## config.mk

```make
export PLATFORM = sky130hd
export DESIGN_NAME = key_sw_conditioner
export DESIGN_NICKNAME = d
export VERILOG_FILES = /design/src/rtl/key_sw_conditioner_pkg.sv /design/src/rtl/key_sw_conditioner_debounce_bit.sv /design/src/rtl/key_sw_conditioner.sv
export SDC_FILE = /design/constraint.sdc
export NUM_CORES = 1
export LEC_CHECK = 0
export BUFFER_PORTS_ARGS = -buffer_cell sky130_fd_sc_hd__buf_2
export CAP_MARGIN = 20
export CORE_MARGIN = 1
export CORE_UTILIZATION = 67
export CTS_CLUSTER_DIAMETER = 200
export DETAILED_ROUTE_END_ITERATION = 10
export PLACE_DENSITY = 0.85
export SYNTH_ARGS = -nofsm -noshare
export SYNTH_HDL_FRONTEND = slang
export SYNTH_SLANG_ARGS = --single-unit
```

## constraint.sdc

```tcl
create_clock -name clk -period 5.4 [get_ports clk]
set_input_delay 1.08 -clock clk [delete_from_list [all_inputs] [get_ports clk]]
set_output_delay 1.08 -clock clk [all_outputs]
set_load 0.005 [all_outputs]
```

## src/rtl/key_sw_conditioner_pkg.sv

```systemverilog
// Shared constants for the key/switch input-conditioning stage.
package key_sw_conditioner_pkg;

  localparam int unsigned DEBOUNCE_CNT_SIM   = 8;
  localparam int unsigned DEBOUNCE_CNT_BOARD = 1_000_000;
  localparam int unsigned N_KEY              = 4;
  localparam int unsigned N_SW               = 4;

  // Width of a debounce counter that must reach cnt_max-1 without wrapping.
  function automatic int unsigned cnt_width(input int unsigned cnt_max);
    return (cnt_max > 1) ? $clog2(cnt_max) : 1;
  endfunction

endpackage

```

## src/rtl/key_sw_conditioner_debounce_bit.sv

```systemverilog
// One conditioned input bit: 2-FF synchroniser, stability counter and
// registered rise/fall pulses on the accepted level.
module debounce_bit
  import key_sw_conditioner_pkg::*;
#(
  parameter int unsigned CNT_MAX    = DEBOUNCE_CNT_SIM,
  parameter bit          ACTIVE_LOW = 1'b0
) (
  input  logic clk,
  input  logic rst_n,
  input  logic raw,
  output logic level,
  output logic rise,
  output logic fall
);

  localparam int unsigned    CW      = cnt_width(CNT_MAX);
  localparam logic [CW-1:0]  CNT_TOP = CW'(CNT_MAX - 1);

  logic          s1;
  logic          s2;
  logic          s2_pol;
  logic [CW-1:0] cnt;

  assign s2_pol = s2 ^ ACTIVE_LOW;

  always_ff @(posedge clk) begin
    if (!rst_n) begin
      // Chain reloads the raw inactive level so no edge is seen after reset.
      s1    <= ACTIVE_LOW;
      s2    <= ACTIVE_LOW;
      cnt   <= '0;
      level <= 1'b0;
      rise  <= 1'b0;
      fall  <= 1'b0;
    end else begin
      s1   <= raw;
      s2   <= s1;
      rise <= 1'b0;
      fall <= 1'b0;
      if (s2_pol == level) begin
        cnt <= '0;
      end else if (cnt == CNT_TOP) begin
        level <= s2_pol;
        cnt   <= '0;
        rise  <= s2_pol;
        fall  <= ~s2_pol;
      end else begin
        cnt <= cnt + 1'b1;
      end
    end
  end

endmodule

```

## src/rtl/key_sw_conditioner.sv

```systemverilog
// Synchronises and debounces raw board keys/switches into clean active-high
// levels, plus one-cycle press/release pulses per key.
module key_sw_conditioner
  import key_sw_conditioner_pkg::*;
#(
  parameter int unsigned CNT_MAX        = DEBOUNCE_CNT_BOARD,
  parameter bit          KEY_ACTIVE_LOW = 1'b1,
  parameter bit          SW_ACTIVE_LOW  = 1'b0
) (
  input  logic             clk,
  input  logic             rst_n,
  input  logic [N_KEY-1:0] key_raw,
  input  logic [N_SW-1:0]  sw_raw,
  output logic [N_KEY-1:0] key,
  output logic [N_SW-1:0]  sw,
  output logic [N_KEY-1:0] key_press,
  output logic [N_KEY-1:0] key_release
);

  logic [N_SW-1:0] sw_rise_unused;
  logic [N_SW-1:0] sw_fall_unused;

  for (genvar i = 0; i < N_KEY; i++) begin : g_key
    debounce_bit #(
      .CNT_MAX    (CNT_MAX),
      .ACTIVE_LOW (KEY_ACTIVE_LOW)
    ) u_key (
      .clk   (clk),
      .rst_n (rst_n),
      .raw   (key_raw[i]),
      .level (key[i]),
      .rise  (key_press[i]),
      .fall  (key_release[i])
    );
  end

  for (genvar i = 0; i < N_SW; i++) begin : g_sw
    debounce_bit #(
      .CNT_MAX    (CNT_MAX),
      .ACTIVE_LOW (SW_ACTIVE_LOW)
    ) u_sw (
      .clk   (clk),
      .rst_n (rst_n),
      .raw   (sw_raw[i]),
      .level (sw[i]),
      .rise  (sw_rise_unused[i]),
      .fall  (sw_fall_unused[i])
    );
  end

endmodule

```

==> results of run 1 <==
-- metrics by stage --
step	power, W	setup slack (ns)	std cells	cell area (um^2)
2_1_floorplan	0.00148	3.28	942	8330
3_3_place_gp	0.00149	2.80	1094	8440
3_5_place_dp	0.00149	2.76	1094	8440
4_1_cts	0.00279	2.94	1126	9070
5_1_grt	0.00286	2.82	1126	9070
6_report	0.00277	2.96	1126	9070
-- registers in the layout, indices dropped and copies added (netlist names) --
register / flops
g_key.u_key.level: 4
g_key.u_key.s1: 4
g_key.u_key.cnt: 80
g_sw.u_sw.level: 4
g_key.u_key.rise: 4
g_sw.u_sw.cnt: 80
g_key.u_key.fall: 4
g_sw.u_sw.s1: 4
g_key.u_key.s2: 4
g_sw.u_sw.s2: 4
-- cells in the mapped netlist, drive strengths merged --
cell type and n:
o21bai 4, nor4 18, inv 41, nor4b 7
nand2 39, xnor2 52, and3 14, nand3 58
nand4b 1, and4 10, a21oi 54, buf 28
and2 14, o21ai 34, clkbuf 16, xor2 52
nand2b 9, or4 35, o211ai 5, a31o 1
ha 8, o31ai 20, nand4 39, nand3b 4
or3 38, dfxtp 192, nor2 122, o311a 2
or4b 4, or2 4, or3b 1, nor2b 1
nor3 15
-- cell usage in the layout (no fill, tap or decap), drive strengths merged, types with 5 or more instances in the layout --
cell type | netlist | routed
nor3 | 15 | 15
inv | 41 | 43
xnor2 | 52 | 52
nor2 | 122 | 122
buf | 28 | 28
nand3 | 58 | 58
and3 | 14 | 14
xor2 | 52 | 52
nand4 | 39 | 39
o21ai | 34 | 34
and2 | 14 | 14
nor4b | 7 | 7
a21oi | 54 | 54
nand2 | 39 | 39
o211ai | 5 | 5
dfxtp | 192 | 192
nor4 | 18 | 18
and4 | 10 | 10
ha | 8 | 8
clkbuf | 16 | 21
o31ai | 20 | 20
nand2b | 9 | 9
or4 | 35 | 35
or3 | 38 | 38
-- cell families (layout without fill, tap and decap cells) --
kind of cell / Yosys count / after routing
compound gates: 120 / 120
flops: 192 / 192
simple gates: 433 / 433
buf+inv: 85 / 101
xor+xnor: 104 / 104
fa+ha+maj: 8 / 8
-- path summary, 6_finish.rpt --
path	start	cells after the start	slack (ns)	endpoint
min reg2reg	g_key[2].u_key.s1	1	0.41	g_key[2].u_key.s2
max reg2reg	g_key[3].u_key.cnt[13]	4	2.96	g_key[3].u_key.cnt[9]
max	g_key[3].u_key.cnt[13]	4	2.96	g_key[3].u_key.cnt[9]
min	g_key[2].u_key.s1	1	0.41	g_key[2].u_key.s2
-- layout make-up --
type / instances / area (um^2)
Tap cell: 168 / 210
Timing Repair Buffer: 28 / 148
Sequential cell: 192 / 3840
Multi-Input combinational cell: 665 / 4080
Fill cell: 857 / 2990
Clock inverter: 11 / 151
Clock buffer: 21 / 480
Inverter: 41 / 154
-- power groups by stage --
stage	Clock (W)	Sequential (W)	Combinational, W
2_1_floorplan	0	0.00146	0.0000211
3_3_place_gp	0	0.00146	0.0000279
3_5_place_dp	0	0.00146	0.0000285
4_1_cts	0.00134	0.00143	0.0000290
5_1_grt	0.00140	0.00143	0.0000322
6_report	0.00132	0.00143	0.0000289
-- per-layer routing --
layer,global-route usage,wire [um]
met5,0,0
met4,0.0956,259
met3,0.0638,561
met2,0.433,7530
met1,0.305,7160
==> results.txt, run 1 <==
Largest net degree at the start of global routing: 30
Worst Skew: 0.00649 ns
Mux cell area share after synthesis: 0
CTS root buf: clkbuf_16
Leak: 2.81 nW
Cell Rows: 40
Gate power share: 0.010
Relative slew slack: 0.440
GR Overflow Total: 0
Clock power frac: 0.475
Cell Pwr Density: 306 nW/um^2
Via count: 6497
Final Wtd Congestion: 0.820
Min cycle time layout: 2.44 ns
CP cell instances: or4b_2 -> or4_4 -> o211ai_2 -> nor2_1
ANT nets after route: 0
Synth Area in Simple Gates: 0.281
Final Max Slew Viols: 0
CTS Buf Count: 17
Initial antenna violation count: 0
Setup TNS: 0 ns
Hold Vio Cnt, Final: 0
IO Pins: 26
Die H: 113 um
Slew @ Worst Pin: 0.837 ns
Core area: 12100 um^2
CP endpoint kind: register
Number of max-cap violations: 0
Unrepaired setup endpoints after global routing: false
Internal: 0.00221 W
Max rail drop VDD: 276 uV
Synthesis Warnings: 0
Deepest clock path buffer count: 2
Register area share after synthesis: 0.462
Port Buffers: 25
Fraction of layout cells with a size suffix above 1: 0.0793
Post-CTS Hold Buffers: 0
Post-layout util: 0.752
Slowest-stage cell, CP: or4b_2
DRC: 0
Antenna cell count: 0
XOR/XNOR Fraction of Synth Area: 0.109
Worst path required time: 5.68 ns
WP buf/inv: 0
Clk Latency, worst-skew pair: 0.43 ns
Path category of the worst min-delay check: register to register
Kind of critical path: register to register
Status: finished clean
Main combinational cell family by area after synthesis: simple AND/OR/NAND/NOR gates
Post-Synthesis Cells: 942
CP max FO: 20
Post-CTS resize count: 0
Die width: 113 um
Tcrit/Tclk final: 0.453
Area Growth Syn to Fin: 8.91%
Initial DRC count: 453
Sw power: 0.000560 W
#FFs+latches synth: 192
Avg WL per Cell: 13.8 um
Share of the synthesized area in the top cell type: 0.462
Sw Share: 0.202
Pre-Repair DR Iteration Count: 6
H-tree depth: 4
CTS tree: done
Post-Route WL: 15.5 mm
DR vias/cell: 5.77
Setup bufs post-CTS: 0
Cell Area, Synth: 8330 um^2
Crit path DAT: 2.73 ns
Final setup viols: 0
Syn Nets: 960
Post-Synth Adder-Cell Area: 0.0120
Worst Setup Start Kind: register
Starting Density: 0.690
Compound-cell area share of the yosys netlist: 0.0872
Count of cell types in the netlist: 41
Cell taking the most area after synthesis: dfxtp_1
First-pass GRT wire length: 26.4 mm
Synth top area cells: dfxtp_1, nor2_1, xnor2_1
Syn Area/Cell: 8.84 um^2
Gr usage total: 0.252
Register share of total power: 0.515
Vias in the first global route: 5932
Fin Hold WS: 0.406 ns
DIE AREA: 12900 um^2
Max incr delay on CP: 0.68 ns
Fmax: 0.409 GHz
Nets: 963
HPWL reported at the end of detailed placement: 10.1 mm
CP delay by family, top: simple AND/OR/NAND/NOR gates
Clk sink count: 192
Clk slew on worst S/H paths: 0.06 ns
Note: power is estimated with default switching activity, not from simulation.
==> run 2, diff against run 1 <==
--- a/config.mk
+++ b/config.mk
@@ -8,10 +8,10 @@
 export BUFFER_PORTS_ARGS = -buffer_cell sky130_fd_sc_hd__buf_2
 export CAP_MARGIN = 20
 export CORE_MARGIN = 1
-export CORE_UTILIZATION = 67
+export CORE_UTILIZATION = 62
 export CTS_CLUSTER_DIAMETER = 200
 export DETAILED_ROUTE_END_ITERATION = 10
-export PLACE_DENSITY = 0.85
+export PLACE_DENSITY = 0.79
 export SYNTH_ARGS = -nofsm -noshare
 export SYNTH_HDL_FRONTEND = slang
 export SYNTH_SLANG_ARGS = --single-unit
==> constraint.sdc (replaced) <==
create_clock -name clk -period 2.4 [get_ports clk]
set_input_delay 0.48 -clock clk [delete_from_list [all_inputs] [get_ports clk]]
set_output_delay 0.48 -clock clk [all_outputs]
set_load 0.005 [all_outputs]
==> results.txt, run 2 (same netlist as run 1, synthesis figures left out) <==
Status: finished clean
Largest net degree at the start of global routing: 21
Die H: 118 um
Setup bufs post-CTS: 0
DIE AREA: 13900 um^2
IO Pins: 26
Number of max-cap violations: 0
Area Growth Syn to Fin: 9.57%
CTS root buf: clkbuf_16
Worst path required time: 2.77 ns
Clk sink count: 192
CTS tree: done
Post-CTS resize count: 0
Setup ws final: 0.327 ns
WP buf/inv: 0
Cell Rows: 41
Slowest-stage cell, CP: or4_1
FILL cells: 997
Most Crowded Layer GR: met2
Largest regs: g_key.u_key.cnt: 80 flops, g_sw.u_sw.cnt: 80 flops
Core area: 12900 um^2
Clock power frac: 0.470
DRC: 0
Initial antenna violation count: 0
Sw Share: 0.211
Max rail drop VDD: 483 uV
CP delay by family, top: simple AND/OR/NAND/NOR gates
Die width: 118 um
Register share of total power: 0.519
Port Buffers: 25
Pre-Repair DR Iteration Count: 4
CP endpoint kind: register
Avg WL per Cell: 13.1 um
Final Max Slew Viols: 0
Pre-CTS WS: 0.338 ns
Worst Reg-to-Reg Cells: 5
Most frequent cells in the layout: dfxtp_1, nor2_1, nand3_1
Hold Vio Cnt, Final: 0
Clk Latency, worst-skew pair: 0.43 ns
H-tree depth: 4
Commonest non-fill, non-tap cell in the layout: dfxtp_1
First-pass GRT wire length: 25.8 mm
Post-place instance area: 8520 um^2
Fmax: 0.482 GHz
Relative slew slack: 0.596
Final Wtd Congestion: 0.786
Kind of critical path: register to register
CP max FO: 7
Crit path DAT: 2.44 ns
Fraction of layout cells with a size suffix above 1: 0.0878
DR vias/cell: 5.61
Worst Setup Start Kind: register
Post-Route WL: 15.0 mm
Path category of the worst min-delay check: input port to register
Cell depth of the worst setup path: 5
Final setup viols: 0
Via count: 6393
Slew @ Worst Pin: 0.601 ns
Antenna cell count: 0
Setup TNS: 0 ns
Clk slew on worst S/H paths: 0.07 ns
M1 GR Usage: 0.293
Gr usage total: 0.223
Tcrit/Tclk final: 0.864
Internal: 0.00488 W
Max incr delay on CP: 0.63 ns
Power, Total: 0.00619 W
ANT nets after route: 0
CP most frequent cell: or4_1
Gate power share: 0.012
GRT met3 Usage: 0.0494
Hold Path Stages: 2
GR Overflow Total: 0
Post-CTS Hold Buffers: 0
Sw power: 0.00131 W
Nets: 973
Leak: 2.84 nW
Unrepaired setup endpoints after global routing: false
Vias in the first global route: 5738
CTS Buf Count: 17
Min cycle time layout: 2.07 ns
Initial DRC count: 399
Deepest clock path buffer count: 2
Worst Skew: 0.00680 ns
M2 GR Usage: 0.362
Starting Density: 0.647
Finished layout cell area: 9120 um^2
Cell Pwr Density: 679 nW/um^2
HPWL reported at the end of detailed placement: 9.98 mm
CP cell instances: ha_1 -> nand2_1 -> or4_1 -> or4_1 -> a21oi_1
## run 2: worst paths after layout
| kind | start | to | slack [ns] |
|---|---|---|---|
| worst max-delay path | g_sw[1].u_sw.cnt[0] | g_sw[1].u_sw.cnt[18] | 0.33 |
| worst max register to register | g_sw[1].u_sw.cnt[0] | g_sw[1].u_sw.cnt[18] | 0.33 |
| worst min-delay path | key_raw[0] | g_key[0].u_key.s1 | 0.22 |
| worst min register to register | g_key[3].u_key.s1 | g_key[3].u_key.s2 | 0.41 |
## run 2: power by group through the flow
stage / Sequential [W] / Combinational, W / Clock, W
global route: 0.00321 / 0.0000807 / 0.00310
finish: 0.00321 / 0.0000725 / 0.00291
detailed placement: 0.00328 / 0.0000732 / 0
CTS: 0.00321 / 0.0000734 / 0.00295
floorplan: 0.00328 / 0.0000474 / 0
global placement: 0.00328 / 0.0000724 / 0
## run 2: routing by layer
layer	wire length (um)	up-vias
li1	-	3338
met1	7480	2947
met2	6790	94
met3	541	14
met4	165	0
met5	0	-
## run 2: area by class of cell
type                    count  area, um^2  share of cell area
repair buffers             38         223              0.0244
multi-input cells         665        4080               0.447
clock inverters            14         178              0.0195
clock buffers              18         429              0.0470
well taps                 172         215              0.0236
flip-flops and latches    192        3840               0.421
inverters                  41         154              0.0169
## run 2: metrics by stage
step	instances	hold WS, ns	utilization
after global routing	1140	0.228	0.708
after global placement	1108	0.389	0.661
after floorplan	942	0.386	-
final	1140	0.224	0.708
after detailed placement	1108	0.394	0.661
after CTS	1140	0.212	0.708
==> run 3, diff against run 2 <==
--- a/config.mk
+++ b/config.mk
@@ -6,7 +6,7 @@
 export NUM_CORES = 1
 export LEC_CHECK = 0
 export BUFFER_PORTS_ARGS = -buffer_cell sky130_fd_sc_hd__buf_2
-export CAP_MARGIN = 20
+export CAP_MARGIN = 10
 export CORE_MARGIN = 1
 export CORE_UTILIZATION = 62
 export CTS_CLUSTER_DIAMETER = 200
@@ -14,4 +14,5 @@
 export PLACE_DENSITY = 0.79
 export SYNTH_ARGS = -nofsm -noshare
 export SYNTH_HDL_FRONTEND = slang
+export SYNTH_HIERARCHICAL = 1
 export SYNTH_SLANG_ARGS = --single-unit
==> results.txt, run 3 <==
Hold Vio Cnt, Final: 0
Core area: 13300 um^2
CP cell instances: ha_1 -> nand2_1 -> or4_1 -> or4_4 -> a21oi_2
Kind of critical path: register to register
Sw power: 0.00119 W
Relative slew slack: 0.579
Number of max-cap violations: 0
Path category of the worst min-delay check: input port to register
Cell Rows: 42
CTS Buf Count: 17
Post-Synthesis Cells: 948
Port Buffers: 25
Min cycle time layout: 2.15 ns
Slowest-stage cell, CP: or4_1
Final Max Slew Viols: 0
Commonest non-fill, non-tap cell in the layout: dfxtp_1
Largest regs: g_key.u_key/cnt: 80 flops, g_sw.u_sw/cnt: 80 flops
DRC: 0
GR Overflow Total: 0
Largest net degree at the start of global routing: 35
Via count: 6539
Die H: 119 um
Post-CTS resize count: 0
Final Wtd Congestion: 0.823
Syn Nets: 966
Setup bufs post-CTS: 0
CP delay by family, top: simple AND/OR/NAND/NOR gates
Cell Pwr Density: 643 nW/um^2
Slew @ Worst Pin: 0.631 ns
Sw Share: 0.199
Clk slew on worst S/H paths: 0.06 ns
Syn Area/Cell: 8.97 um^2
Power, Total: 0.00596 W
IO Pins: 26
Most frequent cells in the layout: dfxtp_1, nor2_1, nand3_1
Post-Route WL: 14.8 mm
Gate power share: 0.011
DR vias/cell: 5.66
Initial DRC count: 322
CTS tree: done
Pre-Repair DR Iteration Count: 5
Gr usage total: 0.222
Starting Density: 0.640
HPWL reported at the end of detailed placement: 9.82 mm
Final setup viols: 0
WP buf/inv: 0
Post-CTS Hold Buffers: 0
CP endpoint kind: register
CTS root buf: clkbuf_16
ANT nets after route: 0
Antenna cell count: 0
Cell Area, Synth: 8500 um^2
Register share of total power: 0.540
Nets: 984
Initial antenna violation count: 0
Crit path DAT: 2.51 ns
Worst path required time: 2.76 ns
Deepest clock path buffer count: 2
Max rail drop VDD: 603 uV
CP max FO: 7
Setup TNS: 0 ns
DIE AREA: 14200 um^2
Leak: 2.81 nW
Worst Skew: 0.00703 ns
Fmax: 0.465 GHz
Unrepaired setup endpoints after global routing: false
Area Growth Syn to Fin: 9.03%
Clk sink count: 192
First-pass GRT wire length: 26.0 mm
FILL cells: 1061
Tcrit/Tclk final: 0.896
Clk Latency, worst-skew pair: 0.43 ns
Synthesis Warnings: 6
Avg WL per Cell: 12.8 um
H-tree depth: 4
Max incr delay on CP: 0.65 ns
Internal: 0.00477 W
Die width: 119 um
Vias in the first global route: 5934
Clock power frac: 0.449
Fraction of layout cells with a size suffix above 1: 0.128
Status: finished clean
Worst Setup Start Kind: register
run 3: changes by cell type in the layout (fill, tap and decap cells not counted), sizes merged, moves of 6 or more:
cell    delta
or4       +23
nand3     +17
nand4     -14
nor2      -13
buf        -7
nand2b     +6
or3        -6
run 3: final cells by class:
class,instances,area [um^2],area share
multi-input cells,683,4320,0.466
clock inverters,12,118,0.0127
inverters,41,154,0.0166
clock buffers,20,447,0.0482
repair buffers,31,170,0.0184
well taps,176,220,0.0237
flip-flops and latches,192,3840,0.415
run 3: power by group through the flow:
| stage | registers [W] | logic (W) | clock network, W |
|---|---|---|---|
| 5_1_grt | 0.00321 | 0.0000770 | 0.00290 |
| 4_1_cts | 0.00321 | 0.0000699 | 0.00275 |
| 3_3_place_gp | 0.00329 | 0.0000684 | 0 |
| 6_report | 0.00321 | 0.0000683 | 0.00268 |
| 3_5_place_dp | 0.00329 | 0.0000689 | 0 |
| 2_1_floorplan | 0.00328 | 0.0000474 | 0 |
run 3: final timing paths:
path                                             from                endpoint  slack (ns)  cells after the start
worst max-delay path            g_key[0].u_key/cnt[0]  g_key[0].u_key/cnt[18]        0.25                      5
worst max register to register  g_key[0].u_key/cnt[0]  g_key[0].u_key/cnt[18]        0.25                      5
worst min register to register      g_key[0].u_key/s1       g_key[0].u_key/s2        0.41                      1
worst min-delay path                       key_raw[2]       g_key[2].u_key/s1        0.23                      2
run 3: stage by stage:
| stage | area [um^2] | hold WS [ns] | worst slack [ns] | utilization | std cells |
|---|---|---|---|---|---|
| final | 9270 | 0.229 | 0.250 | 0.697 | 1155 |
| after global routing | 9270 | 0.224 | 0.128 | 0.697 | 1155 |
| after CTS | 9270 | 0.206 | 0.261 | 0.697 | 1155 |
| after detailed placement | 8710 | 0.395 | 0.281 | 0.655 | 1123 |
| after global placement | 8710 | 0.391 | 0.311 | 0.655 | 1123 |
| after floorplan | 8500 | 0.386 | 0.442 | - | 948 |
run 3: routing by layer:
| metal | global-route usage | share of wire |
|---|---|---|
| met2 | 0.367 | 0.47 |
| met4 | 0.0894 | 0.011 |
| met1 | 0.284 | 0.50 |
| met3 | 0.0431 | 0.024 |
| met5 | 0 | 0 |
